===== src/rtl/rv32_decode_stage_if.sv =====
// Handshake bundle for the RV32I decode stage: upstream fetch entry in, decoded entry out.
// The master drives instructions and sinks decoded entries; the decode stage is the slave.
interface rv32_decode_stage_if #(
  parameter int PC_W  = 32,
  parameter int IMM_W = 32
);
  logic             in_valid;
  logic             in_ready;
  logic [31:0]      in_instr;
  logic [PC_W-1:0]  in_pc;

  logic             out_valid;
  logic             out_ready;
  logic [6:0]       out_opcode;
  logic [4:0]       out_rs1;
  logic [4:0]       out_rs2;
  logic [4:0]       out_rd;
  logic [2:0]       out_funct3;
  logic [6:0]       out_funct7;
  logic [2:0]       out_fmt;
  logic [IMM_W-1:0] out_imm;
  logic             out_rs1_en;
  logic             out_rs2_en;
  logic             out_rd_we;
  logic             out_illegal;
  logic [PC_W-1:0]  out_pc;

  modport master (
    output in_valid, in_instr, in_pc, out_ready,
    input  in_ready, out_valid, out_opcode, out_rs1, out_rs2, out_rd,
           out_funct3, out_funct7, out_fmt, out_imm, out_rs1_en, out_rs2_en,
           out_rd_we, out_illegal, out_pc
  );

  modport slave (
    input  in_valid, in_instr, in_pc, out_ready,
    output in_ready, out_valid, out_opcode, out_rs1, out_rs2, out_rd,
           out_funct3, out_funct7, out_fmt, out_imm, out_rs1_en, out_rs2_en,
           out_rd_we, out_illegal, out_pc
  );
endinterface


===== src/rtl/rv32_decode_stage.sv =====
// Registered RV32I decode stage: full base-format decode with immediate assembly,
// illegal-encoding detection, a 2-entry skid buffer and a saturating illegal counter.
module rv32_decode_stage #(
  parameter int IMM_W        = 32,
  parameter int PC_W         = 32,
  parameter bit STRICT_CHECK = 1'b1,
  parameter int CNT_W        = 16
) (
  input  logic                clk,
  input  logic                rst_n,
  input  logic                flush,
  rv32_decode_stage_if.slave  bus,
  output logic [CNT_W-1:0]    illegal_cnt
);

  typedef enum logic [2:0] {
    FMT_R    = 3'd0,
    FMT_I    = 3'd1,
    FMT_S    = 3'd2,
    FMT_B    = 3'd3,
    FMT_U    = 3'd4,
    FMT_J    = 3'd5,
    FMT_NONE = 3'd7
  } fmt_e;

  typedef struct packed {
    logic [6:0]       opcode;
    logic [4:0]       rs1;
    logic [4:0]       rs2;
    logic [4:0]       rd;
    logic [2:0]       funct3;
    logic [6:0]       funct7;
    fmt_e             fmt;
    logic [IMM_W-1:0] imm;
    logic             rs1_en;
    logic             rs2_en;
    logic             rd_we;
    logic             illegal;
    logic [PC_W-1:0]  pc;
  } entry_t;

  entry_t            dec;
  entry_t            m_q, m_d, s_q, s_d;
  logic              m_valid_q, m_valid_d, s_valid_q, s_valid_d;
  logic [CNT_W-1:0]  cnt_q, cnt_d;
  logic [31:0]       ins;
  logic [2:0]        f3;
  logic [6:0]        f7;
  logic              bad_funct;
  logic              bad_op;
  logic signed [31:0] imm32;
  logic              accept;
  logic              consume;

  assign ins = bus.in_instr;
  assign f3  = ins[14:12];
  assign f7  = ins[31:25];

  always_comb begin
    dec        = '0;
    dec.opcode = ins[6:0];
    dec.rs1    = ins[19:15];
    dec.rs2    = ins[24:20];
    dec.rd     = ins[11:7];
    dec.funct3 = f3;
    dec.funct7 = f7;
    dec.pc     = bus.in_pc;
    dec.fmt    = FMT_NONE;
    bad_funct  = 1'b0;
    bad_op     = 1'b0;
    imm32      = '0;
    case (ins[6:0])
      7'b0110011: begin
        dec.fmt   = FMT_R;
        bad_funct = !(f7 == 7'b0000000 || f7 == 7'b0100000) ||
                    (f7 == 7'b0100000 && !(f3 == 3'b000 || f3 == 3'b101));
      end
      7'b0010011: begin
        dec.fmt   = FMT_I;
        bad_funct = (f3 == 3'b001 && f7 != 7'b0000000) ||
                    (f3 == 3'b101 && !(f7 == 7'b0000000 || f7 == 7'b0100000));
      end
      7'b0000011: begin
        dec.fmt   = FMT_I;
        bad_funct = (f3 == 3'b011 || f3 == 3'b110 || f3 == 3'b111);
      end
      7'b1100111: begin
        dec.fmt   = FMT_I;
        bad_funct = (f3 != 3'b000);
      end
      7'b1110011, 7'b0001111: dec.fmt = FMT_I;
      7'b0100011: begin
        dec.fmt   = FMT_S;
        bad_funct = (f3 >= 3'b011);
      end
      7'b1100011: begin
        dec.fmt   = FMT_B;
        bad_funct = (f3 == 3'b010 || f3 == 3'b011);
      end
      7'b0110111, 7'b0010111: dec.fmt = FMT_U;
      7'b1101111:             dec.fmt = FMT_J;
      default:                bad_op  = 1'b1;
    endcase

    dec.illegal = bad_op || (ins[1:0] != 2'b11) || (STRICT_CHECK && bad_funct);

    case (dec.fmt)
      FMT_I:   imm32 = {{20{ins[31]}}, ins[31:20]};
      FMT_S:   imm32 = {{20{ins[31]}}, ins[31:25], ins[11:7]};
      FMT_B:   imm32 = {{19{ins[31]}}, ins[31], ins[7], ins[30:25], ins[11:8], 1'b0};
      FMT_U:   imm32 = {ins[31:12], 12'b0};
      FMT_J:   imm32 = {{11{ins[31]}}, ins[31], ins[19:12], ins[20], ins[30:21], 1'b0};
      default: imm32 = '0;
    endcase

    if (dec.illegal) begin
      dec.fmt = FMT_NONE;
    end else begin
      dec.imm    = IMM_W'(imm32);
      dec.rs1_en = dec.fmt inside {FMT_R, FMT_I, FMT_S, FMT_B};
      dec.rs2_en = dec.fmt inside {FMT_R, FMT_S, FMT_B};
      dec.rd_we  = (dec.fmt inside {FMT_R, FMT_I, FMT_U, FMT_J}) && (dec.rd != 5'd0);
    end
  end

  assign bus.in_ready = !s_valid_q;
  assign accept       = bus.in_valid && !s_valid_q;
  assign consume      = m_valid_q && bus.out_ready;

  // M refills from S first; new input only lands in S while M is stalled.
  always_comb begin
    m_d       = m_q;
    s_d       = s_q;
    m_valid_d = m_valid_q;
    s_valid_d = s_valid_q;
    cnt_d     = cnt_q;
    if (flush) begin
      m_valid_d = 1'b0;
      s_valid_d = 1'b0;
    end else if (!m_valid_q || bus.out_ready) begin
      if (s_valid_q) begin
        m_d       = s_q;
        m_valid_d = 1'b1;
        s_valid_d = 1'b0;
      end else if (accept) begin
        m_d       = dec;
        m_valid_d = 1'b1;
      end else begin
        m_valid_d = 1'b0;
      end
    end else if (accept) begin
      s_d       = dec;
      s_valid_d = 1'b1;
    end
    if (consume && m_q.illegal && (cnt_q != {CNT_W{1'b1}})) begin
      cnt_d = cnt_q + 1'b1;
    end
  end

  always_ff @(posedge clk or negedge rst_n) begin
    if (!rst_n) begin
      m_q       <= '0;
      s_q       <= '0;
      m_valid_q <= 1'b0;
      s_valid_q <= 1'b0;
      cnt_q     <= '0;
    end else begin
      m_q       <= m_d;
      s_q       <= s_d;
      m_valid_q <= m_valid_d;
      s_valid_q <= s_valid_d;
      cnt_q     <= cnt_d;
    end
  end

  assign bus.out_valid   = m_valid_q;
  assign bus.out_opcode  = m_q.opcode;
  assign bus.out_rs1     = m_q.rs1;
  assign bus.out_rs2     = m_q.rs2;
  assign bus.out_rd      = m_q.rd;
  assign bus.out_funct3  = m_q.funct3;
  assign bus.out_funct7  = m_q.funct7;
  assign bus.out_fmt     = m_q.fmt;
  assign bus.out_imm     = m_q.imm;
  assign bus.out_rs1_en  = m_q.rs1_en;
  assign bus.out_rs2_en  = m_q.rs2_en;
  assign bus.out_rd_we   = m_q.rd_we;
  assign bus.out_illegal = m_q.illegal;
  assign bus.out_pc      = m_q.pc;
  assign illegal_cnt     = cnt_q;

endmodule


===== src/flat_wrapper.sv =====
// flat-port wrapper written by rule: the top's interface ports become plain ports
module rv32_decode_stage_flat 
#(
  parameter int IMM_W        = 32,
  parameter int PC_W         = 32,
  parameter bit STRICT_CHECK = 1'b1,
  parameter int CNT_W        = 16
)
  (clk, rst_n, flush, illegal_cnt, bus_in_valid, bus_in_instr, bus_in_pc, bus_out_ready, bus_in_ready, bus_out_valid, bus_out_opcode, bus_out_rs1, bus_out_rs2, bus_out_rd, bus_out_funct3, bus_out_funct7, bus_out_fmt, bus_out_imm, bus_out_rs1_en, bus_out_rs2_en, bus_out_rd_we, bus_out_illegal, bus_out_pc);
  rv32_decode_stage_if #(.PC_W(PC_W), .IMM_W(IMM_W)) bus_i ();
  input  logic clk;
  input  logic rst_n;
  input  logic flush;
  output logic [CNT_W-1:0] illegal_cnt;
  input wire logic [$bits(bus_i.in_valid)-1:0] bus_in_valid;
  input wire logic [$bits(bus_i.in_instr)-1:0] bus_in_instr;
  input wire logic [$bits(bus_i.in_pc)-1:0] bus_in_pc;
  input wire logic [$bits(bus_i.out_ready)-1:0] bus_out_ready;
  output wire logic [$bits(bus_i.in_ready)-1:0] bus_in_ready;
  output wire logic [$bits(bus_i.out_valid)-1:0] bus_out_valid;
  output wire logic [$bits(bus_i.out_opcode)-1:0] bus_out_opcode;
  output wire logic [$bits(bus_i.out_rs1)-1:0] bus_out_rs1;
  output wire logic [$bits(bus_i.out_rs2)-1:0] bus_out_rs2;
  output wire logic [$bits(bus_i.out_rd)-1:0] bus_out_rd;
  output wire logic [$bits(bus_i.out_funct3)-1:0] bus_out_funct3;
  output wire logic [$bits(bus_i.out_funct7)-1:0] bus_out_funct7;
  output wire logic [$bits(bus_i.out_fmt)-1:0] bus_out_fmt;
  output wire logic [$bits(bus_i.out_imm)-1:0] bus_out_imm;
  output wire logic [$bits(bus_i.out_rs1_en)-1:0] bus_out_rs1_en;
  output wire logic [$bits(bus_i.out_rs2_en)-1:0] bus_out_rs2_en;
  output wire logic [$bits(bus_i.out_rd_we)-1:0] bus_out_rd_we;
  output wire logic [$bits(bus_i.out_illegal)-1:0] bus_out_illegal;
  output wire logic [$bits(bus_i.out_pc)-1:0] bus_out_pc;
  assign bus_i.in_valid = bus_in_valid;
  assign bus_i.in_instr = bus_in_instr;
  assign bus_i.in_pc = bus_in_pc;
  assign bus_i.out_ready = bus_out_ready;
  assign bus_in_ready = bus_i.in_ready;
  assign bus_out_valid = bus_i.out_valid;
  assign bus_out_opcode = bus_i.out_opcode;
  assign bus_out_rs1 = bus_i.out_rs1;
  assign bus_out_rs2 = bus_i.out_rs2;
  assign bus_out_rd = bus_i.out_rd;
  assign bus_out_funct3 = bus_i.out_funct3;
  assign bus_out_funct7 = bus_i.out_funct7;
  assign bus_out_fmt = bus_i.out_fmt;
  assign bus_out_imm = bus_i.out_imm;
  assign bus_out_rs1_en = bus_i.out_rs1_en;
  assign bus_out_rs2_en = bus_i.out_rs2_en;
  assign bus_out_rd_we = bus_i.out_rd_we;
  assign bus_out_illegal = bus_i.out_illegal;
  assign bus_out_pc = bus_i.out_pc;
  rv32_decode_stage #(.IMM_W(IMM_W), .PC_W(PC_W), .STRICT_CHECK(STRICT_CHECK), .CNT_W(CNT_W)) u_core (.clk(clk), .rst_n(rst_n), .flush(flush), .bus(bus_i), .illegal_cnt(illegal_cnt));
endmodule

===== config.mk =====
export PLATFORM = sky130hd
export DESIGN_NAME = rv32_decode_stage_flat
export DESIGN_NICKNAME = d
export VERILOG_FILES = /design/src/rtl/rv32_decode_stage_if.sv /design/src/rtl/rv32_decode_stage.sv /design/src/flat_wrapper.sv
export SDC_FILE = /design/constraint.sdc
export NUM_CORES = 1
export LEC_CHECK = 0
export BUFFER_PORTS_ARGS = -buffer_cell sky130_fd_sc_hd__buf_2
export CORE_MARGIN = 3
export CORE_UTILIZATION = 56
export DETAILED_ROUTE_END_ITERATION = 8
export PLACE_DENSITY_LB_ADDON = 0.05
export SLEW_MARGIN = 20
export SYNTH_ARGS = -nofsm -noshare
export SYNTH_HDL_FRONTEND = slang
export SYNTH_SLANG_ARGS = --single-unit

===== constraint.sdc =====
create_clock -name clk -period 2.38 [get_ports clk]
set_input_delay 0.119 -clock clk [delete_from_list [all_inputs] [get_ports clk]]
set_output_delay 0.119 -clock clk [all_outputs]
set_load 0.01 [all_outputs]

Word-level counts from Yosys, hierarchy flattened
Index checks and enable logic that the tools add are counted.
{ "classes": {"n_addsub": 1, "order_cmp": 1, "n_eq_ne": 25, "mux": 15, "bitwise": 2, "n_reduce_logical": 39} }
{ "op_table": {"columns": ["cell", "count"], "rows": [
  ["$mux 103", 2],
  ["$pmux 32 s5", 1],
  ["$mux 35", 1],
  ["$eq 7x6->1 const B", 4],
  ["$eq 7x7->1 const B", 4],
  ["$pmux 3 s6", 1],
  ["$add 16x1->16 const B", 1],
  ["$ne 16x16->1 const B", 1],
  ["$eq 3x3->1 const B", 5],
  ["$eq 7x5->1 const B", 2],
  ["$eq 3x2->1 const B", 4],
  ["$reduce_or 11->1", 1],
  ["$logic_or 1x1->1", 10],
  ["$reduce_bool 3->1", 3],
  ["$logic_and 1x1->1", 8],
  ["$mux 1", 8],
  ["$reduce_bool 4->1", 2],
  ["$eq 7x2->1 const B", 1],
  ["$eq 7x4->1 const B", 1],
  ["$logic_not 7->1", 1],
  ["$reduce_bool 7->1", 1],
  ["$eq 3x1->1 const B", 2],
  ["$logic_not 3->1", 2],
  ["$pmux 1 s6", 1],
  ["other kinds (10)", 16]
]} }
{ "word_totals": {"register_bits": 224, "inputBits": 69, "wordCells": 112} }

Logic depth before layout (Yosys ltp)
{ "logic_depth": {"word_depth": 10, "mapped_depth": 9} }

Least setup slack after synthesis
OpenSTA, ideal clock, no wires.
{ "synth_timing": {"path_kind": "register to register", "start": "reg u_core.m_valid_q, in the netlist u_core.bus.out_valid", "end": "reg u_core.s_q[36] (netlist name)", "t_arrival_ns": 1.713, "required_time_ns": 2.245, "setup_slack_ns": 0.532, "stages_incl_launch_ff": 8, "cell_sequence": "dfrtp_1 > nand2b_4 > or4b_1 > clkbuf_1 > clkbuf_1 > clkbuf_1 > nand2_1 > o31ai_1"} }
{ "synth_via": {"elab_chain_len": 4} }
{ "synth_lines": {"columns": ["element", "line", "text"], "rows": [
  ["start: declaration", "rv32_decode_stage.sv:44", "logic m_valid_q, m_valid_d, s_valid_q, s_valid_d;"],
  ["start signal: assignment", "rv32_decode_stage.sv:170", "m_valid_q <= m_valid_d;"],
  ["$logic_not 1->1", "rv32_decode_stage.sv:140", "end else if (!m_valid_q || bus.out_ready) begin"],
  ["$logic_or 1x1->1", "rv32_decode_stage.sv:140", null],
  ["$not 1->1 (no line)", null, null],
  ["$reduce_and 3->1 (no line)", null, null],
  ["end signal: assignment", "rv32_decode_stage.sv:163", "s_q <= '0;"],
  ["end signal: assignment", "rv32_decode_stage.sv:169", "s_q <= s_d;"],
  ["end: declaration", "rv32_decode_stage.sv:43", "entry_t m_q, m_d, s_q, s_d;"]
]} }
No other way between the ends.
A chain may end at the register's enable or synchronous reset.

Worst setup path after layout
{ "layout_timing": {"start": "in bus_in_instr[28]", "end": "reg u_core.m_q (netlist bit u_core.bus.out_imm[0])"} }
{ "layout_via": {"elab_chain_len": 10, "elab_cells_between_ends": 15} }
{ "layout_lines": {"columns": ["element", "line", "text"], "rows": [
  ["start: declaration", "flat_wrapper.sv:16", "input wire logic [$bits(bus_i.in_instr)-1:0] bus_in_instr;"],
  ["$eq 7x6->1 / $logic_not 7->1 (equally long branches)", "rv32_decode_stage.sv:75, rv32_decode_stage.sv:76, rv32_decode_stage.sv:81", null],
  ["$logic_or 1x1->1", "rv32_decode_stage.sv:75, rv32_decode_stage.sv:81", null],
  ["$logic_not 1->1", "rv32_decode_stage.sv:75, rv32_decode_stage.sv:81", null],
  ["$logic_and 1x1->1", "rv32_decode_stage.sv:81", "(f3 == 3'b101 && !(f7 == 7'b0000000 || f7 == 7'b0100000));"],
  ["$logic_or 1x1->1", "rv32_decode_stage.sv:80", "bad_funct = (f3 == 3'b001 && f7 != 7'b0000000) ||"],
  ["$pmux 1 s6 (*)", "rv32_decode_stage.sv:72", "case (ins[6:0])"],
  ["$logic_or 1x1->1 (*)", "rv32_decode_stage.sv:105", "dec.illegal = bad_op || (ins[1:0] != 2'b11) || (STRICT_CHECK && bad_funct);"],
  ["$mux 35 (*)", "rv32_decode_stage.sv:116", "if (dec.illegal) begin"],
  ["$mux 103 (*)", "rv32_decode_stage.sv:145", "end else if (accept) begin"],
  ["$mux 103 (*)", "rv32_decode_stage.sv:141", "if (s_valid_q) begin"],
  ["end signal: assignment", "rv32_decode_stage.sv:168", "m_q <= m_d;"],
  ["end: declaration", "rv32_decode_stage.sv:43", null]
]} }
Every way passes the cells marked *; elsewhere a longest branch is shown, timed or not. The select of a mux whose other input is x is not followed.

==> results by stage <==
Floorplan:
- During I/O placement, the number of pins put on the boundary was 190.
- For this configuration, the core starts out at a cell density of 57.6%.
- The row count is between 40 and 50.
- The area of the core region is about 18,000 um^2.
- The die is about 140 um tall.
- The die covers 20,300 um^2.
- The die width is 143 um.

Min path:
- The launch point of the worst hold path is bus_in_instr[3].
- The path with the worst hold slack has its endpoint at u_core.s_q[99]$_DFFE_PN0P_.
- The worst hold path stage count is 4.
- The path class of the tightest hold or removal check is in2reg.

GRT:
- The via count of the first global-routing pass is roughly 8.7k.
- In the global route stage, overall resource usage came out at 27.2%.
- The total overflow left after global routing is 0.
- Entering global routing, the biggest net connects 173 pins.
- The number of antenna violations at the first check in global routing is 1.
- The global-route wire length before repair is 45,300 um.

Power:
- The power density of the placed cells is 779 nW/um^2.
- IR analysis of the VDD net gives a maximum drop of 0.670 mV.
- Summed over all nets, the switching power comes to 0.00281 W.
- The leakage power is 6.23 nW.
- The cell internal power dissipation is 0.00736 W.
- The power share of the sequential group is a little under half.
- The part of the total power dissipated in combinational logic is 16.7%.
- The net switching fraction of the power is 27.6%.
- Per report_power, the clock group accounts for a little over a third of the total.

Route:
- The antenna violation net count after detailed routing is 0.
- For this block, the routed nets add up to 27,600 um of wire.
- The first routing iteration left 568 violations.
- The number of optimization iterations in the first detailed-route pass is 5.
- The final routed DRC violation total is 0.
- The final route contains a little under 9k vias.
- In the final routed layout, each cell accounts on average for 17.9 um.
- The detailed-route vias per instance is 5.70.

Worst setup path:
- The setup slack of the most critical reg-to-reg path is 0.24 ns.
- The required time of the critical path is about 2.8 ns.
- The type of element launching the critical path is an input pin.
- Walking the worst path, the cells encountered are dlygate4sd3_1 > buf_2 > nor4_2 > nand3_1 > nand4_1 > nand4_2 > buf_12 > o41ai_2.
- The reg-to-reg critical path startpoint is u_core.s_valid_q$_DFFE_PN0P_.
- Together, buffers and inverters on the worst path number 3.
- Grouping stages by cell kind, the critical path spends the most delay in simple AND/OR/NAND/NOR gates.
- The critical register-to-register path endpoint is u_core.bus.out_imm[25]$_DFFE_PN0P_.
- The logic depth of the worst register-to-register path is 5.
- STA puts the critical path data arrival time at 2.56 ns.
- The largest individual stage delay along the critical path comes from the cell sky130_fd_sc_hd__dlygate4sd3_1.
- The worst stage delay on the critical path is 0.54 ns.
- STA classifies the critical path endpoint as a flip-flop.
- The worst setup path is of the in2reg kind.
- The highest net fanout along the worst path is 19.

STA:
- The maximum clock frequency is 0.465 GHz.
- The count of final max-slew check failures was 0.
- The final-layout worst hold slack is 0.0855 ns.
- The final count of hold timing violations is 0.
- The post-route setup TNS is 0 ns.
- Of the available clock period, the critical path in the final layout requires 90.4%.
- The time the worst path needs with I/O delays and setup is between 2 and 2.5 ns.
- The final clock skew is about 0.012 ns.
- The headroom to the max-slew limit is between 30 and 40%.
- Setup repair after global routing left no endpoint under its margin.
- Setup violations remaining at the end of the flow were counted as 0.
- At the pin with the least slew margin, the transition time is 1.02 ns.

Layout:
- Relative to the synthesized area, the layout overhead comes to 24.9%.
- The area used by multi-input combinational logic is approximately 4500 um^2.
- The final layout contains roughly 1.4k nets.
- The final standard cell count with taps included and fillers excluded is 1,543.
- The library cells used most frequently in the layout, excluding fill and tap cells, are 289 x sky130_fd_sc_hd__nand2_1, 223 x sky130_fd_sc_hd__dfrtp_1, 188 x sky130_fd_sc_hd__buf_2.
- Of the cells placed in the final design, the portion with a size suffix greater than 1 is about 23%.
- The fill cell total of the finished layout is between 1k and 1.5k.
- The number of antenna diodes in the final layout is 0.
- The most common cell after layout, fill and taps aside is sky130_fd_sc_hd__nand2_1.
- The area of all sequential standard cells is 5610 um^2.

Clock network:
- Once the clock tree was built, the resizer swapped 0 gates to a different size.
- The clock insertion delay at the later pin of the skew report is 0.51 ns.
- After clock tree synthesis, the flow added hold-fix buffers numbering 64.
- In this run the number of H-tree levels came out at 1.
- The total setup buffers inserted after CTS is 0.
- The number of clock buffers added by TritonCTS is 25.
- The maximum number of buffers from clock root to sink is 3.
- TritonCTS built the clock tree.
- The count of clock tree sinks is 224.
- The cell chosen for the clock root is sky130_fd_sc_hd__clkbuf_16.
- After clock tree synthesis, the clock-pin slew on the worst setup and hold paths is 0.06 ns.

Logic synthesis:
- sky130_fd_sc_hd__dfrtp_1 takes more of the synthesized area than any other cell.
- The count of flip-flops with a built-in enable after synthesis is 0.
- The fraction of synthesis flops using an asynchronous set or reset pin is 100%.
- Of the synthesized area, sequential elements account for 53.6%.
- After technology mapping, the gate count stands at 1,075.
- The number of warning messages in the yosys log is 0.
- When the netlist entered floorplanning its net count stood at 1,145.
- The netlist area before placement is 10,500 um^2.
- The mean area per synthesized cell is 9.72 um^2.
- The fraction of post-synthesis cell area in the top cell type by area is between 50% and 60%.
- In the synthesized netlist the dominant register cell turns out to be sky130_fd_sc_hd__dfrtp_1.
- Counting distinct cell types in the post-synthesis netlist gives between 70 and 80.
- In the post-synthesis netlist, the biggest area contributors are sky130_fd_sc_hd__dfrtp_1 54%, sky130_fd_sc_hd__nand2_1 10%, sky130_fd_sc_hd__mux2i_1 6.2%.
- Counting flops and latches in the post-synthesis netlist gives 224.

Placement:
- The detailed-placement wirelength estimate is 17,200 um.
- The number of buffer cells added on primary ports is 189.
- The global placement routability congestion is 0.876.
- The number of cells after detailed placement is 1,438.

Flow run:
- The number of violations of the max-capacitance limit is 0.

Outcome:
- The run finished with clean final reports.
-- metrics by stage --
stage / total power, W / util (%) / worst slack, ns / cell area (um^2)
after detailed placement: 0.00645 / 64.1 / 0.185 / 11600
after floorplan: 0.00571 / - / 0.532 / 10500
final: 0.0102 / 71.9 / 0.228 / 13100
after global routing: 0.0107 / 71.9 / 0.0741 / 13100
after global placement: 0.00639 / 64.1 / 0.262 / 11600
after CTS: 0.0102 / 71.9 / 0.199 / 13100
-- sequential cells by signal, summed over array words and instances (netlist names) --
name                    count
u_core.bus.out_funct7       7
u_core.illegal_cnt         16
u_core.bus.out_imm         32
u_core.bus.out_opcode       7
u_core.bus.out_illegal      1
u_core.bus.out_rs1          5
u_core.bus.out_valid        1
u_core.bus.out_rs2          5
u_core.bus.out_rd_we        1
u_core.s_valid_q            1
u_core.bus.out_rd           5
u_core.bus.out_funct3       3
u_core.bus.out_rs1_en       1
u_core.bus.out_pc          32
u_core.s_q                103
u_core.bus.out_rs2_en       1
u_core.bus.out_fmt          3
-- power groups by stage --
stage	clock network (W)	registers (W)	logic, W
6_report	0.00369	0.00478	0.00170
3_5_place_dp	0	0.00482	0.00162
2_1_floorplan	0	0.00491	0.000804
4_1_cts	0.00374	0.00477	0.00171
3_3_place_gp	0	0.00481	0.00158
5_1_grt	0.00389	0.00485	0.00193
-- worst reg2reg max path, delay by kind of cell (launching register included) --
| family | cells | cell delay [ns] |
|---|---|---|
| AOI/OAI and AO/OA | 2 | 0.46 |
| DFF | 1 | 0.45 |
| and+or+nand+nor | 3 | 1.15 |
-- logic make-up (layout without fill, tap and decap cells) --
group | count (synthesis) | count (layout) | synth area share (%)
mux | 67 | 67 | 6.44
fa+ha+maj | 2 | 2 | 0.215
buf+inv | 89 | 328 | 3.91
compound gates | 249 | 249 | 15.6
xor+xnor | 16 | 16 | 1.34
flops | 224 | 224 | 53.6
simple gates | 428 | 428 | 18.9
-- per-layer routing --
metal,GRT usage (%),share of wire (%),up-vias
met4,6.90,1.9,0
met1,39.1,45,4290
met5,0,0,-
met3,3.72,5.8,37
li1,-,-,4172
met2,44.2,47,295
-- cells in the mapped netlist, types with 4 or more instances --
| library cell | number |
|---|---|
| sky130_fd_sc_hd__a21oi_1 | 51 |
| sky130_fd_sc_hd__clkbuf_1 | 44 |
| sky130_fd_sc_hd__nor3_1 | 6 |
| sky130_fd_sc_hd__o21ai_0 | 75 |
| sky130_fd_sc_hd__nand3_1 | 15 |
| sky130_fd_sc_hd__dfrtp_1 | 224 |
| sky130_fd_sc_hd__nand2_1 | 289 |
| sky130_fd_sc_hd__nor4_4 | 4 |
| sky130_fd_sc_hd__nor2_1 | 48 |
| sky130_fd_sc_hd__and3_1 | 13 |
| sky130_fd_sc_hd__a21o_1 | 12 |
| sky130_fd_sc_hd__a31oi_1 | 7 |
| sky130_fd_sc_hd__xnor2_1 | 13 |
| sky130_fd_sc_hd__nor4_1 | 4 |
| sky130_fd_sc_hd__buf_6 | 5 |
| sky130_fd_sc_hd__nand2b_1 | 4 |
| sky130_fd_sc_hd__nor2b_1 | 5 |
| sky130_fd_sc_hd__mux2i_1 | 65 |
| sky130_fd_sc_hd__buf_1 | 9 |
| sky130_fd_sc_hd__a21oi_2 | 12 |
| sky130_fd_sc_hd__inv_1 | 4 |
| sky130_fd_sc_hd__a221o_1 | 6 |
| sky130_fd_sc_hd__a22o_1 | 6 |
| sky130_fd_sc_hd__o31ai_1 | 14 |
| sky130_fd_sc_hd__o22ai_1 | 35 |
| sky130_fd_sc_hd__buf_2 | 23 |
| sky130_fd_sc_hd__a32oi_1 | 4 |
| sky130_fd_sc_hd__nand4_1 | 8 |
-- layout make-up --
| type | instances | share of cell area [%] |
|---|---|---|
| Clock inverter | 3 | 0.307 |
| Clock buffer | 38 | 5.63 |
| Tap cell | 229 | 2.20 |
| Sequential cell | 224 | 43.0 |
| Inverter | 5 | 0.144 |
| Timing Repair Buffer | 282 | 14.6 |
| Multi-Input combinational cell | 762 | 34.2 |
-- how the worst max path moves through the flow --
stage / startpoint / cells past startpoint / to
after global routing: bus_in_instr[28] / 8 / u_core.s_q[40]$_DFFE_PN0P_
after floorplan: u_core.bus.out_valid$_DFFE_PN0N_ / 7 / u_core.s_q[36]$_DFFE_PN0P_
after global placement: bus_in_instr[5] / 7 / u_core.bus.out_imm[0]$_DFFE_PN0P_
after detailed placement: bus_in_instr[5] / 7 / u_core.bus.out_imm[0]$_DFFE_PN0P_
after CTS: u_core.s_valid_q$_DFFE_PN0P_ / 5 / u_core.bus.out_imm[25]$_DFFE_PN0P_
final: bus_in_instr[28] / 8 / u_core.bus.out_imm[0]$_DFFE_PN0P_
No activity file was read; power rests on OpenSTA's default activity.
